### src/rtl/branch_predictor.sv
// Dynamic branch predictor: a direct-mapped BTB with 2-bit saturating
// counters, looked up combinationally at fetch and trained at execute.
// Also keeps saturating counts of resolved branches and mispredictions.
module branch_predictor #(
  parameter int ADDR_WIDTH = 32,
  parameter int INDEX_BITS = 4,
  parameter int CNT_WIDTH  = 32
) (
  input  logic                  clk,
  input  logic                  rst,
  input  logic [ADDR_WIDTH-1:0] PCF,
  output logic                  predTakenF,
  output logic [ADDR_WIDTH-1:0] predTargetF,
  input  logic                  branchE,
  input  logic [ADDR_WIDTH-1:0] PCE,
  input  logic                  takenE,
  input  logic [ADDR_WIDTH-1:0] targetE,
  input  logic                  predTakenE,
  input  logic [ADDR_WIDTH-1:0] predTargetE,
  output logic                  mispredictE,
  output logic [ADDR_WIDTH-1:0] redirectPCE,
  output logic [CNT_WIDTH-1:0]  branchCount,
  output logic [CNT_WIDTH-1:0]  mispredictCount
);

  localparam int ENTRIES = 1 << INDEX_BITS;
  localparam int TAG_W   = ADDR_WIDTH - INDEX_BITS - 2;

  // BTB storage, one slot per index
  logic                  validQ  [ENTRIES];
  logic [TAG_W-1:0]      tagQ    [ENTRIES];
  logic [1:0]            ctrQ    [ENTRIES];
  logic [ADDR_WIDTH-1:0] targetQ [ENTRIES];

  logic [CNT_WIDTH-1:0]  branchCountQ, branchCountD;
  logic [CNT_WIDTH-1:0]  mispredictCountQ, mispredictCountD;

  logic [INDEX_BITS-1:0] idxF, idxE;
  logic [TAG_W-1:0]      tagF, tagE;
  logic                  hitF, hitE;

  logic                  writeEn;
  logic                  validD;
  logic [TAG_W-1:0]      tagD;
  logic [1:0]            ctrD;
  logic [ADDR_WIDTH-1:0] targetD;

  // The two byte-offset bits of a word-aligned PC never reach the table
  logic unusedLowBits;
  assign unusedLowBits = ^{PCF[1:0], PCE[1:0]};

  assign idxF = PCF[INDEX_BITS+1:2];
  assign tagF = PCF[ADDR_WIDTH-1:INDEX_BITS+2];
  assign idxE = PCE[INDEX_BITS+1:2];
  assign tagE = PCE[ADDR_WIDTH-1:INDEX_BITS+2];

  // Fetch lookup reads the registered table, so a same-cycle update is not seen
  always_comb begin
    hitF        = validQ[idxF] && (tagQ[idxF] == tagF);
    predTakenF  = hitF && ctrQ[idxF][1];
    predTargetF = hitF ? targetQ[idxF] : '0;
  end

  // Resolve the execute-stage branch against the prediction that came down the pipe
  always_comb begin
    mispredictE = branchE &&
                  ((takenE != predTakenE) || (takenE && (targetE != predTargetE)));
    redirectPCE = takenE ? targetE : (PCE + ADDR_WIDTH'(4));
  end

  // Next contents of the entry addressed by PCE; only a taken miss allocates
  always_comb begin
    hitE    = validQ[idxE] && (tagQ[idxE] == tagE);
    writeEn = 1'b0;
    validD  = validQ[idxE];
    tagD    = tagQ[idxE];
    ctrD    = ctrQ[idxE];
    targetD = targetQ[idxE];
    if (branchE) begin
      if (hitE) begin
        writeEn = 1'b1;
        if (takenE) begin
          ctrD    = (ctrQ[idxE] == 2'b11) ? 2'b11 : ctrQ[idxE] + 2'd1;
          targetD = targetE;
        end else begin
          ctrD    = (ctrQ[idxE] == 2'b00) ? 2'b00 : ctrQ[idxE] - 2'd1;
        end
      end else if (takenE) begin
        writeEn = 1'b1;
        validD  = 1'b1;
        tagD    = tagE;
        ctrD    = 2'b10;
        targetD = targetE;
      end
    end
  end

  // Statistics advance once per resolved branch and stick at all-ones
  always_comb begin
    branchCountD     = branchCountQ;
    mispredictCountD = mispredictCountQ;
    if (branchE) begin
      if (branchCountQ != '1) begin
        branchCountD = branchCountQ + CNT_WIDTH'(1);
      end
      if (mispredictE && (mispredictCountQ != '1)) begin
        mispredictCountD = mispredictCountQ + CNT_WIDTH'(1);
      end
    end
  end

  // Table and statistics registers; reset wins over any same-cycle training
  always_ff @(posedge clk) begin
    if (rst) begin
      for (int i = 0; i < ENTRIES; i++) begin
        validQ[i]  <= 1'b0;
        tagQ[i]    <= '0;
        ctrQ[i]    <= 2'b01;
        targetQ[i] <= '0;
      end
      branchCountQ     <= '0;
      mispredictCountQ <= '0;
    end else begin
      if (writeEn) begin
        validQ[idxE]  <= validD;
        tagQ[idxE]    <= tagD;
        ctrQ[idxE]    <= ctrD;
        targetQ[idxE] <= targetD;
      end
      branchCountQ     <= branchCountD;
      mispredictCountQ <= mispredictCountD;
    end
  end

  assign branchCount     = branchCountQ;
  assign mispredictCount = mispredictCountQ;

endmodule

### config.mk
export PLATFORM = sky130hd
export DESIGN_NAME = branch_predictor
export DESIGN_NICKNAME = d
export VERILOG_FILES = /design/src/rtl/branch_predictor.sv
export SDC_FILE = /design/constraint.sdc
export NUM_CORES = 2
export LEC_CHECK = 0
export CORE_AREA = 8 8 412 253
export DETAILED_ROUTE_END_ITERATION = 6
export DIE_AREA = 0 0 420 261
export GPL_ROUTABILITY_DRIVEN = 0
export PLACE_DENSITY = 0.73
export SETUP_SLACK_MARGIN = 0.5
export SYNTH_ARGS = -nofsm -noshare
export SYNTH_HDL_FRONTEND = slang
export SYNTH_SLANG_ARGS = --single-unit
### constraint.sdc
create_clock -name clk -period 8.9 [get_ports clk]
set_input_delay 2.67 -clock clk [delete_from_list [all_inputs] [get_ports clk]]
set_output_delay 2.67 -clock clk [all_outputs]
set_load 0.005 [all_outputs]
==> flow_metrics.tcl <==
set metrics [dict create \
    final_common_cell "edfxtp_1" \
    die-width_um 420 \
    grt_pass1_wl_um 259000 \
    synth_nets 3925 \
    finalPower_w 0.0114 \
    r2r_cells 10 \
    hold_depth 2 \
    core_sq_um 98800 \
    synth_area_leaders "edfxtp_1 55%, mux4_2 16%, and2_1 6.1%" \
    cp.required_ns 6.23 \
    fin_cells 5441 \
    cp.arrival_ns 6.07 \
    hold_start "mispredictCount[18]" \
    setup_violations 0 \
    drv_slew 0 \
    swShare_pct 25.0 \
    cp_slowest_stage_delay_ns 0.55 \
    yosys.area.top_type_share_pct 54.9 \
    place_area_sq_um 58400 \
    detail-route-antenna-nets 0 \
    synth_edf_count 976 \
    htree_levels 3 \
    overflow 0 \
    via_per_inst 6.86 \
    root_buffer "clkbuf_16" \
    start_util_pct 54.1 \
    die_y_um 261 \
    crit_buf_inv 6 \
    tightest_slew_ns 1.41 \
    fill_cells 7197 \
    synth_warnings 0 \
    p_clk_share_pct 38.1 \
    cts-buffers-inserted 98 \
    num_io_pins 263 \
    violations "design-rule violations" \
    drtPass1Iterations 7 \
    cp_top_family "simple AND/OR/NAND/NOR gates" \
    fin_skew_ns 0.0297 \
    cts_hold_buf 0 \
    finalCriticalPeriod_ns 8.74 \
    crit_path_max_fanout 12 \
    detail_route.iter0.violations 6421 \
    num_vias 37300 \
    wl_per_cell_um 33.6 \
    crit_path_start_kind "primary input" \
    route.detailed.drc 1 \
    async_flop_share_pct 0 \
    grt_pass1_vias 35600 \
    finalNetCount 4155 \
    fin_crit_sh_pct 98.3 \
    worst_slew_margin_rel_pct 4.86 \
    syn_to_final_growth_pct 16.4 \
    seq_area_frac_synth_pct 57.3 \
    wl_um 183000 \
    r2r_slack_ns 4.13 \
    power_leakage_nw 21.3 \
    finalHoldViolations 0 \
    power_density_nw_per_um2 183 \
    mostFrequentLayoutCells "976 x edfxtp_1, 521 x and2_1, 387 x mux4_2" \
    placedCellCount 5221 \
    post-dp-hpwl_um 113000 \
    cap_violations 0 \
    intPower_w 0.00854 \
    max_freq_mhz 114 \
    grt_max_degree 126 \
    crit_type "primary input to primary output" \
    die-area_sq_um 110000 \
    end_kind "primary output" \
    antenna_found_initial 13 \
    critical_path.cell_chain "buf_16 > buf_12 > mux4_2 > mux4_2 > xnor2_1 > nand4_1 > nor4_2 > nand4_1 > buf_12 > buf_6 > buf_12 > nor2b_1 > buf_2" \
    ys_types 77 \
    outcome "finished with violations" \
    ys_ff_latch 1040 \
    regToRegEndpoint "tagQ[4][11]" \
    syn_area_sq_um 53400 \
    r2r_start "tagQ[11][21]" \
    seqPwrFrac_pct 49.5 \
    slowest_stage "mux4_2" \
    p_comb_share_pct 12.4 \
    io_buffers 260 \
    clock_latency_ns 0.72 \
    rsz0062_at_grt "yes" \
    synth_cells 3786 \
    grt_use_total_pct 32.7 \
    syn_area_per_cell_sq_um 14.1 \
    synth_area_leader_cell "edfxtp_1" \
    clk_transition_reported_paths_ns 0.06 \
    final_cell_area_sq_um 62200 \
    min_to "mispredictCount[18]" \
    ir_drop_v 0.000158 \
    min_path_type "register to register" \
    ys.flop_type "edfxtp_1" \
    p_switching_w 0.00285 \
    numClockSinks 1040 \
    final_layout_size_suffix_gt1_share_pct 23.8 \
    cts_max_path_buffers 3 \
    path_common_cell "buf_12" \
    cts_tree "yes" \
    rows 90 \
]
-- through the flow --
stage	hold WS [ns]	util (%)	setup TNS, ns	setup WS, ns
after floorplan	0.483	-	0	0.554
after global placement	0.485	59.1	-1.76	-0.0735
after detailed placement	0.501	59.1	-2.56	-0.141
after CTS	0.511	62.8	0	0.379
after global routing	0.549	62.9	0	0.0912
final	0.505	62.9	0	0.156
-- routing by layer --
layer  wire [um]  vias to the layer above  global-route usage, %
li1            -                    14900                      -
met1       66500                    18500                   45.5
met3       30800                      553                   13.5
met5          32                        -                  0.134
met2       75900                     3340                   45.5
met4        9670                        4                   13.5
-- worst min-delay path, stage by stage, from the launching register on --
cell and delay, ns:
dfxtp_1 0.33, o21ai_0 0.07, a21oi_1 0.06
-- worst max-delay path by stage --
stage | slack (ns) | cells after the start | to | from
global placement | -0.07 | 12 | predTargetF[7] | PCF[2]
CTS | 0.38 | 15 | predTargetF[7] | PCF[2]
finish | 0.16 | 13 | predTargetF[0] | PCF[2]
detailed placement | -0.14 | 12 | predTargetF[18] | PCF[2]
global route | 0.09 | 13 | predTargetF[7] | PCF[2]
floorplan | 0.55 | 10 | predTargetF[10] | PCF[2]
-- cell type report --
cell class	count	area [sq um]	share of cell area, %
sequential	1040	30600	49.2
antenna	7	17.5	0.0282
multi-input combinational	2353	21700	34.9
timing repair buffer	489	4810	7.74
clock inverter	58	614	0.988
clock buffer	126	2630	4.23
tap	1334	1670	2.69
inverter	34	128	0.205
-- sequential cells by signal, indices dropped and copies added (netlist names) --
register and count:
tagQ 416, ctrQ 32, validQ 16, targetQ 512, mispredictCount 32, branchCount 32
-- synth_stat cells (all sizes together), types with 61 or more instances --
master / count
a21oi: 319
and2: 521
buf: 166
clkbuf: 193
dfxtp: 64
edfxtp: 976
mux2i: 94
mux4: 387
nand2: 112
nor2: 113
nor2b: 61
nor3: 176
o21ai: 63
xnor2: 67
xor2: 92
-- power by group through the flow --
stage	Sequential, W	Clock [W]	Combinational (W)
floorplan	0.00569	0	0.000777
global placement	0.00572	0	0.00131
detailed placement	0.00573	0	0.00132
CTS	0.00563	0.00435	0.00136
global route	0.00565	0.00453	0.00144
finish	0.00564	0.00434	0.00141
-- cell families after synthesis --
logic type / Yosys count / share of synthesized area [%]
flops: 1040 / 57.3
fa+ha+maj: 7 / 0.159
buf+inv: 393 / 3.32
compound gates: 485 / 5.37
mux: 505 / 18.6
xor+xnor: 159 / 2.61
simple gates: 1197 / 12.7
-- repair_timing --
item	in CTS	in global routing
hold endpoints to repair	0	0
resized for setup	177	13
cloned	4	0
setup endpoints to repair	35	35
setup buffers	22	3
pin swaps	12	6
Power figures use the tool's default switching activity.
